## src/rtl/mips_pkg.sv

```systemverilog
// Shared fetch-side types: FSM state encoding and the default reset PC.
// Pure declarations; no latency or backpressure of its own.
package mips_pkg;

  typedef enum logic {
    FETCH = 1'b0,
    HOLD  = 1'b1
  } fetch_state_t;

  localparam logic [31:0] DEFAULT_RESET_PC = 32'h0000_0000;

endpackage

```

## src/rtl/pc_next_logic.sv

```systemverilog
// Next-PC selection for the held instruction: sequential, PC-relative branch, or jump.
// Purely combinational, zero latency; no backpressure (evaluated every cycle, used on consume).
module pc_next_logic (
  input  logic [31:0] pc,
  input  logic [25:0] instr_idx,
  input  logic        branch,
  input  logic        blez,
  input  logic        jump,
  input  logic        zero,
  input  logic        lez,
  output logic [31:0] pcplus4,
  output logic [31:0] next_pc
);

  logic [29:0] imm_words;
  logic [29:0] branch_word;
  logic        taken;

  always_comb begin
    pcplus4 = pc + 32'd4;
    // Work in word units: the low two bits of every target are zero anyway.
    imm_words   = {{14{instr_idx[15]}}, instr_idx[15:0]};
    branch_word = pcplus4[31:2] + imm_words;
    taken       = (branch & zero) | (blez & lez);

    next_pc = {pcplus4[31:2], 2'b00};
    if (jump) begin
      next_pc = {pcplus4[31:28], instr_idx, 2'b00};
    end else if (taken) begin
      next_pc = {branch_word, 2'b00};
    end
  end

endmodule

```

## src/rtl/fetch_unit.sv

```systemverilog
// Instruction fetch: requests imem at pc, holds the returned word until the decoder consumes it.
// Latency: instr_valid one cycle after imem_rvalid, new request one cycle after consume; stalls in HOLD while instr_ready=0.
module fetch_unit
  import mips_pkg::*;
#(
  parameter logic [31:0] RESET_PC = DEFAULT_RESET_PC
) (
  input  logic        clk,
  input  logic        reset,
  output logic        imem_req,
  output logic [31:0] imem_addr,
  input  logic        imem_rvalid,
  input  logic [31:0] imem_rdata,
  output logic [31:0] instr,
  output logic        instr_valid,
  input  logic        instr_ready,
  input  logic        branch,
  input  logic        blez,
  input  logic        jump,
  input  logic        zero,
  input  logic        lez,
  output logic [31:0] pc,
  output logic [31:0] pcplus4
);

  fetch_state_t state;
  fetch_state_t state_nxt;
  logic         capture;
  logic         consume;
  logic [31:0]  next_pc;

  pc_next_logic u_pc_next (
    .pc        (pc),
    .instr_idx (instr[25:0]),
    .branch    (branch),
    .blez      (blez),
    .jump      (jump),
    .zero      (zero),
    .lez       (lez),
    .pcplus4   (pcplus4),
    .next_pc   (next_pc)
  );

  assign imem_addr = pc;

  always_comb begin
    state_nxt   = state;
    capture     = 1'b0;
    consume     = 1'b0;
    imem_req    = 1'b0;
    instr_valid = 1'b0;
    case (state)
      FETCH: begin
        imem_req = 1'b1;
        if (imem_rvalid) begin
          capture   = 1'b1;
          state_nxt = HOLD;
        end
      end
      HOLD: begin
        instr_valid = 1'b1;
        if (instr_ready) begin
          consume   = 1'b1;
          state_nxt = FETCH;
        end
      end
    endcase
  end

  always_ff @(posedge clk) begin
    if (reset) begin
      state <= FETCH;
      pc    <= {RESET_PC[31:2], 2'b00};
      instr <= 32'h0;
    end else begin
      state <= state_nxt;
      if (capture) begin
        instr <= imem_rdata;
      end
      if (consume) begin
        pc <= next_pc;
      end
    end
  end

endmodule

```

## config.mk

```make
export PLATFORM = sky130hd
export DESIGN_NAME = fetch_unit
export DESIGN_NICKNAME = d
export VERILOG_FILES = /design/src/rtl/mips_pkg.sv /design/src/rtl/pc_next_logic.sv /design/src/rtl/fetch_unit.sv
export SDC_FILE = /design/constraint.sdc
export NUM_CORES = 1
export LEC_CHECK = 0
export ABC_AREA = 1
export BUFFER_PORTS_ARGS = -buffer_cell sky130_fd_sc_hd__buf_2
export CAP_MARGIN = 25
export CORE_ASPECT_RATIO = 1.2
export CORE_UTILIZATION = 35
export DETAILED_ROUTE_END_ITERATION = 16
export PLACE_DENSITY_LB_ADDON = 0.08
export REMOVE_ABC_BUFFERS = 1
export SYNTH_ARGS = -nofsm -noshare
export SYNTH_HDL_FRONTEND = slang
export SYNTH_SLANG_ARGS = --single-unit
```

## constraint.sdc

```tcl
create_clock -name clk -period 3.74 [get_ports clk]
set_input_delay 0.748 -clock clk [delete_from_list [all_inputs] [get_ports clk]]
set_output_delay 0.748 -clock clk [all_outputs]
set_load 0.005 [all_outputs]
```

**Word level (Yosys, flattened, before mapping)**

Cells that the tools add are included.

- Input bits: 41
- Output and inout port bits: 130
- Bits in registers: 65
- Logic and storage cells: 19

- Bitwise operators: 4
- Add/subtract/negate cells: 2
- Muxes and demuxes: 10

Operators by type and width:

| cell | count |
|---|---|
| 32-bit two-way mux | 2 |
| 32-bit by 3-bit adder with 32-bit output (second input constant) | 1 |
| 30-bit adder | 1 |
| 1-bit two-way mux | 7 |
| 1-bit bitwise AND | 2 |
| 1-bit one-hot mux with 2 select lines | 1 |
| 1-bit NOT | 1 |
| 1-bit bitwise OR | 1 |

**Depth between registers and ports, before layout**

Gate-level depths: netlist of the first run.

- Word-level depth: 4
- Mapped depth: 24
- Depth with buffers taken out: 24

**Hierarchy**

From an unflattened synthesis of the first run, not the netlist that was laid out.

- Cells, all modules: 1195
- Area, all modules: 6718.9 um^2

Modules (own cells, without submodules):

| module | instances | area each (um^2) | cells an instance |
|---|---|---|---|
| pc_next_logic | 1 | 3936.3 | 811 |
| fetch_unit | 1 | 2782.7 | 384 |

**Worst setup path after synthesis of the first run**

Ideal clock, no wire load.

- Path type: reg2reg
- Start point: register pc[2], in the netlist imem_addr[2]
- End point: register pc[21], in the netlist imem_addr[21]
- Stages on the path, launching flop included: 17
- Path slack: 844 ps
- Arrival: 2776 ps
- Setup time: 119 ps
- Path through: dfxtp_1 ha_1 nand3_2 nor2_2 nand2_1 inv_2 nand3_1 nor2_1 xor2_1 ha_1 a21oi_1 o21ai_0 a21oi_1 nand3_1 or2_2 nand3_1 a21oi_1

- Cells in the longest elaborated chain, start to end: 4

Ends and longest elaborated chain:

| item | RTL line | RTL |
|---|---|---|
| start, declared | fetch_unit.sv:22 | `output logic [31:0] pc,` |
| start signal, assigned | fetch_unit.sv:73 | `pc <= {RESET_PC[31:2], 2'b00};` |
| start signal, assigned | fetch_unit.sv:81 | `pc <= next_pc;` |
| 32-bit by 3-bit adder with 32-bit output | pc_next_logic.sv:20 | `pcplus4 = pc + 32'd4;` |
| named net pcplus4[18] | fetch_unit.sv:23 | `output logic [31:0] pcplus4` |
| 30-bit adder | pc_next_logic.sv:23 | `branch_word = pcplus4[31:2] + imm_words;` |
| 32-bit two-way mux | pc_next_logic.sv:29 | `end else if (taken) begin` |
| 32-bit two-way mux | pc_next_logic.sv:27 | `if (jump) begin` |

The timed path passes the listed nets, and every way through them passes these cells.
A chain may end at the register's enable or synchronous reset.

**Worst setup path in the final report of the first run**

- Start point: register pc[15], in the netlist imem_addr[15]
- End point: register pc[21], in the netlist imem_addr[21]

- Cells in the longest elaborated chain, start to end: 4

Ends and longest elaborated chain:

| item | RTL line |
|---|---|
| 32-bit by 3-bit adder with 32-bit output (*) | pc_next_logic.sv:20 |
| 30-bit adder | pc_next_logic.sv:23 |
| 32-bit two-way mux (*) | pc_next_logic.sv:29 |
| 32-bit two-way mux (*) | pc_next_logic.sv:27 |

Mark *: on every way between the ends. The rest lies on a longest branch, timed or not.

==> results of run 1 <==
## area by class of cell
cell class | instances | share of cell area, %
inverter | 112 | 6.15
clock buffer | 13 | 3.81
tap | 208 | 3.81
multi-input combinational | 703 | 53.0
timing repair buffer | 187 | 14.5
clock inverter | 3 | 0.256
sequential | 63 | 18.4
## final timing paths
path	from	end	slack (ns)	cells after the start
max reg2reg	imem_addr[15]	imem_addr[21]	0.35	14
min reg2reg	instr[22]	instr[22]	0.48	2
min	instr[22]	instr[22]	0.48	2
max	imem_addr[15]	imem_addr[21]	0.35	14
## logic make-up after synthesis
| group | Yosys count |
|---|---|
| compound gates | 176 |
| xor+xnor | 26 |
| fa+ha+maj | 37 |
| buf+inv | 168 |
| flops | 63 |
| other cells | 1 |
| simple gates | 458 |
## registers in the layout (all words and copies together) (netlist names)
signal / flops
imem_addr: 30
state: 1
instr: 32
## through the flow
stage,power (µW),utilization [%]
finish,2090,43.7
global route,2190,43.7
CTS,2100,43.4
detailed placement,1260,41.7
global placement,1270,41.7
floorplan,1030,-
## where the power goes
part	switching, µW	internal (µW)
combinational	297	184
sequential	60.4	716
clock	351	484
total	709	1380
## cell usage in the layout, fill, tap and decap left out, types with 2 or more instances in the layout
| cell type | netlist | layout |
|---|---|---|
| a21o_1 | 2 | 2 |
| a21oi_1 | 72 | 72 |
| a31oi_1 | 3 | 3 |
| buf_2 | 4 | 164 |
| buf_4 | 36 | 23 |
| clkbuf_1 | 13 | 2 |
| clkbuf_16 | 0 | 9 |
| clkbuf_8 | 1 | 2 |
| clkinv_2 | 0 | 2 |
| conb_1 | 1 | 6 |
| dfxtp_1 | 63 | 63 |
| ha_1 | 36 | 35 |
| inv_1 | 109 | 109 |
| inv_2 | 2 | 2 |
| nand2_1 | 227 | 226 |
| nand2_2 | 8 | 9 |
| nand3_1 | 46 | 46 |
| nand3b_1 | 4 | 4 |
| nand4_1 | 10 | 10 |
| nor2_1 | 130 | 128 |
| nor2_2 | 8 | 10 |
| nor2_4 | 2 | 2 |
| nor3_1 | 15 | 14 |
| nor3_2 | 1 | 2 |
| o211ai_1 | 8 | 8 |
| o21ai_0 | 75 | 75 |
| o21bai_1 | 4 | 4 |
| o221ai_1 | 3 | 3 |
| o22ai_1 | 4 | 4 |
| or2_2 | 3 | 3 |
| xnor2_1 | 7 | 7 |
| xor2_1 | 19 | 17 |
| xor2_2 | 0 | 2 |
## routing by layer
layer	share of wire, %	vias up	wire [µm]
met3	6.0	38	1340
met4	3.4	0	756
met1	45	3008	10100
li1	-	3268	-
met5	0	-	0
met2	45	253	10200
## worst max-delay path, cell delays in order (launching register included)
cell and delay, ns:
dfxtp_1 0.52, nand2_1 0.12, nor2_1 0.16, nand3_1 0.14, nor3_1 0.29, or2_2 0.17, and2_1 0.22, ha_1 0.32
a21oi_1 0.33, o21ai_0 0.20, a21oi_1 0.20, nand3_1 0.14, or2_2 0.29, nand3_1 0.10, a21oi_1 0.07
## what timing repair did
action | 4_1_cts | 5_1_grt
endpoints found under the setup margin | 0 | 7
gates resized for setup | 0 | 6
buffers inserted | 0 | 2
==> reports/qor.yml, run 1 <==
run_status:
  status: "completed"
die:
  die_h_um: 141
  initial_core_util_pct: 36.0
  core_mm2: 0.0156
  die_area_mm2: 0.0166
  die_x_um: 118
  rows: 50
  io_pins: 171
critical_path:
  cp.arrival_ns: 3.63
  worst-setup-path-type: "register to register"
  required_ns: 3.97
  critPathCaptureType: "register"
  cp-start-kind: "register"
  critPathMaxFanout: 8
timing:
  final.min_clock_period_ns: 3.39
  finalSetupTns_ns: 0
  fmax_mhz: 295
  slew_headroom_pct: 50.6
  setup_ws_ns: 0.346
  worst_slew_pin_slew_ns: 0.741
  hold_viol: 0
  hold-worst-slack_ns: 0.484
  setup_viol: 0
  fin_skew_ns: 0.0103
  fin_crit_sh_pct: 90.8
  final_max_slew_viol_count: 0
logic_synthesis:
  synthTopCellsByCount: "nand2_1, nor2_1, inv_1"
  synthArstFlopShare_pct: 0
  ys_ff_latch: 63
  ys_seq_area_share_pct: 22.4
  synth_area_leader_cell: "dfxtp_1"
  muxShareOfSynthArea_pct: 0
  synth_edf_count: 0
  synthCells: 929
  yosys_warnings: 0
  synthXorXnorAreaFrac_pct: 4.05
  synth_top_family_by_area: "simple AND/OR/NAND/NOR gates"
  syn-cell-area_mm2: 0.00563
  synth_fa_ha_area_share_pct: 8.36
  synth-compound-area-share_pct: 16.9
  syn_area_per_cell_um2: 6.06
  netlist.area_leader.share_pct: 22.4
  yosys.area_share.simple_pct: 34.2
  synth_flop_cell: "dfxtp_1"
  synth_most_common_cell: "nand2_1"
  synthDistinctLibCells: 43
  synth.area.top_cells: "dfxtp_1, nand2_1, nor2_1, ha_1, inv_1"
run:
  cap_violations: 0
clocking:
  tritoncts: "yes"
  path_clk_slew_ns: 0.06
  h-tree-depth: 3
  worstSkewPairLatency_ns: 0.35
  clockBufferDepth: 2
  cts_made_buffers: 9
  cts_hold_buf: 0
  cts.sinks: 63
  ctsRootBufferMaster: "clkbuf_16"
final_layout:
  antenna_cells: 0
  multi_input_area_mm2: 0.00362
  fillers: 1787
  final_area_mm2: 0.00684
  layout-drive-gt1-share_pct: 21.7
  finalNonFillerCells: 1289
  seq_area_mm2: 0.00126
  syn_to_final_growth_pct: 21.5
  nets: 1154
route:
  ant_nets: 0
  avgViaCountPerCell: 5.09
  wl_per_cell_um: 17.4
  drt_pre_antenna_iters: 5
  vias: 6567
  route.detailed.drc: 0
  drt_iter0_markers: 437
  drt_wl_total_mm: 22.4
grt:
  grtUsageTotal_pct: 27.0
  grt_pass1_wl_mm: 33.8
  grt_max_degree: 27
  grt-busiest-layer: "met2"
  grt_use_met2_pct: 44.2
  first_global_vias: 6030
  met3_usage_pct: 3.52
  grtUsageMet1_pct: 35.2
  overflow: 0
  antenna_found_initial: 0
min_path:
  hold_path_class: "register to register"
placement:
  place_ws_ns: 0.238
  post-dp-hpwl_mm: 17.7
  gp_congestion: 0.958
  port_buffers: 164
  dp.cells: 1271
  postPlaceCellArea_mm2: 0.00652
power_and_ir_drop:
  ir_drop_mv: 0.189
  p_per_area_mw_per_mm2: 306
  p_leak_uw: 0.00366
Power figures use the tool's default switching activity.
==> run 2: changes to the inputs <==
--- a/config.mk
+++ b/config.mk
@@ -15,4 +15,5 @@
 export REMOVE_ABC_BUFFERS = 1
 export SYNTH_ARGS = -nofsm -noshare
 export SYNTH_HDL_FRONTEND = slang
+export SYNTH_HIERARCHICAL = 1
 export SYNTH_SLANG_ARGS = --single-unit
==> constraint.sdc (replaced) <==
create_clock -name clk -period 2.8 [get_ports clk]
set_input_delay 0.56 -clock clk [delete_from_list [all_inputs] [get_ports clk]]
set_output_delay 0.56 -clock clk [all_outputs]
set_load 0.005 [all_outputs]
==> run 2 against run 1 <==
- the run now ends with setup timing left
- cell area up 64%
- wire length rose by 27%
- flip-flop and latch count rose by 2
- critical path type unchanged
- largest cell class unchanged
- register-to-register slack worse by 0.46 ns
- synthesized cell count is 29% higher
- clock skew up 0.0022 ns
==> reports/qor.yml, run 2 <==
run_status:
  status: "complete, but fails checks"
  violations: "setup timing"
critical_path:
  required_ns: 3.04
  cp-start-kind: "register"
  r2r-start: "imem_addr[2]"
  critPathCaptureType: "register"
  cp.arrival_ns: 3.15
  worstSetupStartpoint: "imem_addr[2]"
  worst-setup-path-type: "register to register"
  critPathMaxFanout: 4
  rrSetupSlack_ns: -0.11
power_and_ir_drop:
  p_leak_uw: 0.00611
  ir_drop_mv: 0.240
  p_per_area_mw_per_mm2: 347
grt:
  first_global_vias: 8169
  overflow: 0
  antenna_found_initial: 0
  grt_pass1_wl_mm: 42.8
  grtUsageTotal_pct: 28.4
  grt_max_degree: 34
final_layout:
  fillers: 1905
  final_cell_mix: "nand2_1, buf_4, buf_2, nor2_1, inv_1"
  layout-drive-gt1-share_pct: 49.3
  finalNonFillerCells: 1817
  nets: 1634
  fin_util_pct: 59.6
  syn_to_final_growth_pct: 67.3
  final_common_cell: "nand2_1"
  antenna_cells: 0
clocking:
  cts.sinks: 65
  tritoncts: "yes"
  worstSkewPairLatency_ns: 0.34
  ctsRootBufferMaster: "clkbuf_16"
  h-tree-depth: 3
  clockBufferDepth: 2
  cts_made_buffers: 9
  path_clk_slew_ns: 0.07
logic_synthesis:
  yosys_warnings: 6
  synth_most_common_cell: "nand2_1"
  ys_ff_latch: 65
  syn_area_per_cell_um2: 5.62
  synthDistinctLibCells: 48
  ys_seq_area_share_pct: 19.4
  synth_area_leader_cell: "nand2_1"
  synth_edf_count: 0
  synthTopCellsByCount: "nand2_1, nor2_1, inv_1"
  syn-cell-area_mm2: 0.00672
  synthCells: 1195
  synthArstFlopShare_pct: 0
  synth.area.top_cells: "nand2_1, dfxtp_1, nor2_1, inv_1, ha_1"
  synth_flop_cell: "dfxtp_1"
  netlist.area_leader.share_pct: 19.9
route:
  wl_per_cell_um: 15.7
  drt_iter0_markers: 445
  ant_nets: 0
  vias: 8590
  avgViaCountPerCell: 4.73
  route.detailed.drc: 0
  drt_pre_antenna_iters: 5
  drt_wl_total_mm: 28.6
timing:
  fin_skew_ns: 0.0125
  setup_ws_ns: -0.110
  worst_slew_pin_slew_ns: 0.915
  final_max_slew_viol_count: 0
  setup_viol: 15
  final.min_clock_period_ns: 2.91
  rsz0062_at_grt: "yes"
  hold_viol: 0
  fmax_mhz: 344
  fin_crit_sh_pct: 104
  slew_headroom_pct: 38.9
  finalSetupTns_ns: -0.713
placement:
  gp_congestion: 0.943
  place_ws_ns: -0.584
  port_buffers: 170
  post-dp-hpwl_mm: 21.4
  dp.cells: 1757
die:
  die_h_um: 154
  die_area_mm2: 0.0198
  rows: 55
  initial_core_util_pct: 35.6
  die_x_um: 128
  core_mm2: 0.0189
  io_pins: 171
run:
  cap_violations: 0
min_path:
  hold_path_class: "register to register"
  min_from: "instr[30]"
==> run 2: cell types whose count changed after synthesis, moves of 6 or more <==
| cell | previous run | this run |
|---|---|---|
| buf_6 | 0 | 6 |
| nand3_1 | 46 | 90 |
| inv_1 | 109 | 183 |
| o211ai_1 | 8 | 1 |
| nor3_1 | 15 | 9 |
| nor2_1 | 130 | 201 |
| nand2_1 | 227 | 357 |
| o21ai_0 | 75 | 43 |
| a21oi_1 | 72 | 30 |
==> run 2: report_power, final <==
| part | total [µW] | leakage, µW | internal, µW | switching, µW |
|---|---|---|---|---|
| sequential | 1080 | 0.000544 | 996 | 81.6 |
| clock | 1320 | 0.000166 | 819 | 500 |
| combinational | 1500 | 0.00540 | 697 | 805 |
| total | 3900 | 0.00611 | 2510 | 1390 |
==> run 2: layer usage <==
metal / vias to the layer above / share of wire [%] / global-route usage (%)
met4: 0 / 3.4 / 11.1
li1: 4364 / - / -
met1: 3905 / 43 / 35.8
met5: - / 0 / 0
met2: 274 / 49 / 49.0
met3: 47 / 5.5 / 3.34
==> run 2: cell families after synthesis <==
logic type      share of synthesized area [%]
simple gates                             45.4
buf+inv                                  17.8
compound gates                           7.69
flops                                    19.4
fa+ha+maj                                7.00
xor+xnor                                 2.61
other cells                            0.0558
==> run 2: area by class of cell <==
type | count | area, µm² | area share [%]
repair buffers | 418 | 2810 | 25.0
inverters | 191 | 728 | 6.48
flip-flops and latches | 65 | 1330 | 11.9
clock inverters | 6 | 97.6 | 0.868
well taps | 256 | 320 | 2.85
multi-input cells | 871 | 5710 | 50.8
clock buffers | 10 | 239 | 2.13
==> run 2: critical path: stages, from the launching register on <==
cell	delay [ns]
dfxtp_4	0.36
ha_4	0.15
nand2_4	0.06
nor2_4	0.20
nand2_4	0.10
buf_4	0.16
xor2_4	0.15
ha_4	0.31
nand2_4	0.07
buf_4	0.14
nor2_4	0.12
nand3_2	0.10
nand3b_1	0.14
buf_6	0.14
nand3_1	0.11
nand2_1	0.10
nand2_1	0.06
nand3_1	0.07
nand2_1	0.06
o21ai_1	0.13
nor2_1	0.05
==> run 2: final timing paths <==
path	to	cells past startpoint
hold / removal	instr[30]	2
setup / recovery	imem_addr[28]	20
setup reg to reg	imem_addr[28]	20
hold reg to reg	instr[30]	2
==> run 2: repair_timing <==
| item | in CTS | in global routing |
|---|---|---|
| resized for setup | 270 | 137 |
| setup endpoints to repair | 24 | 26 |
| hold buffers | 0 | 0 |
| buffers inserted | 26 | 18 |
| pin swaps | 102 | 100 |
==> run 2: metrics by stage <==
stage	power (µW)	hold slack, ns	cell area [µm²]
2_1_floorplan	1620	0.480	6240
3_3_place_gp	2240	0.461	8980
3_5_place_dp	2240	0.471	8980
4_1_cts	3790	0.486	10600
5_1_grt	4100	0.501	11200
6_report	3900	0.486	11200
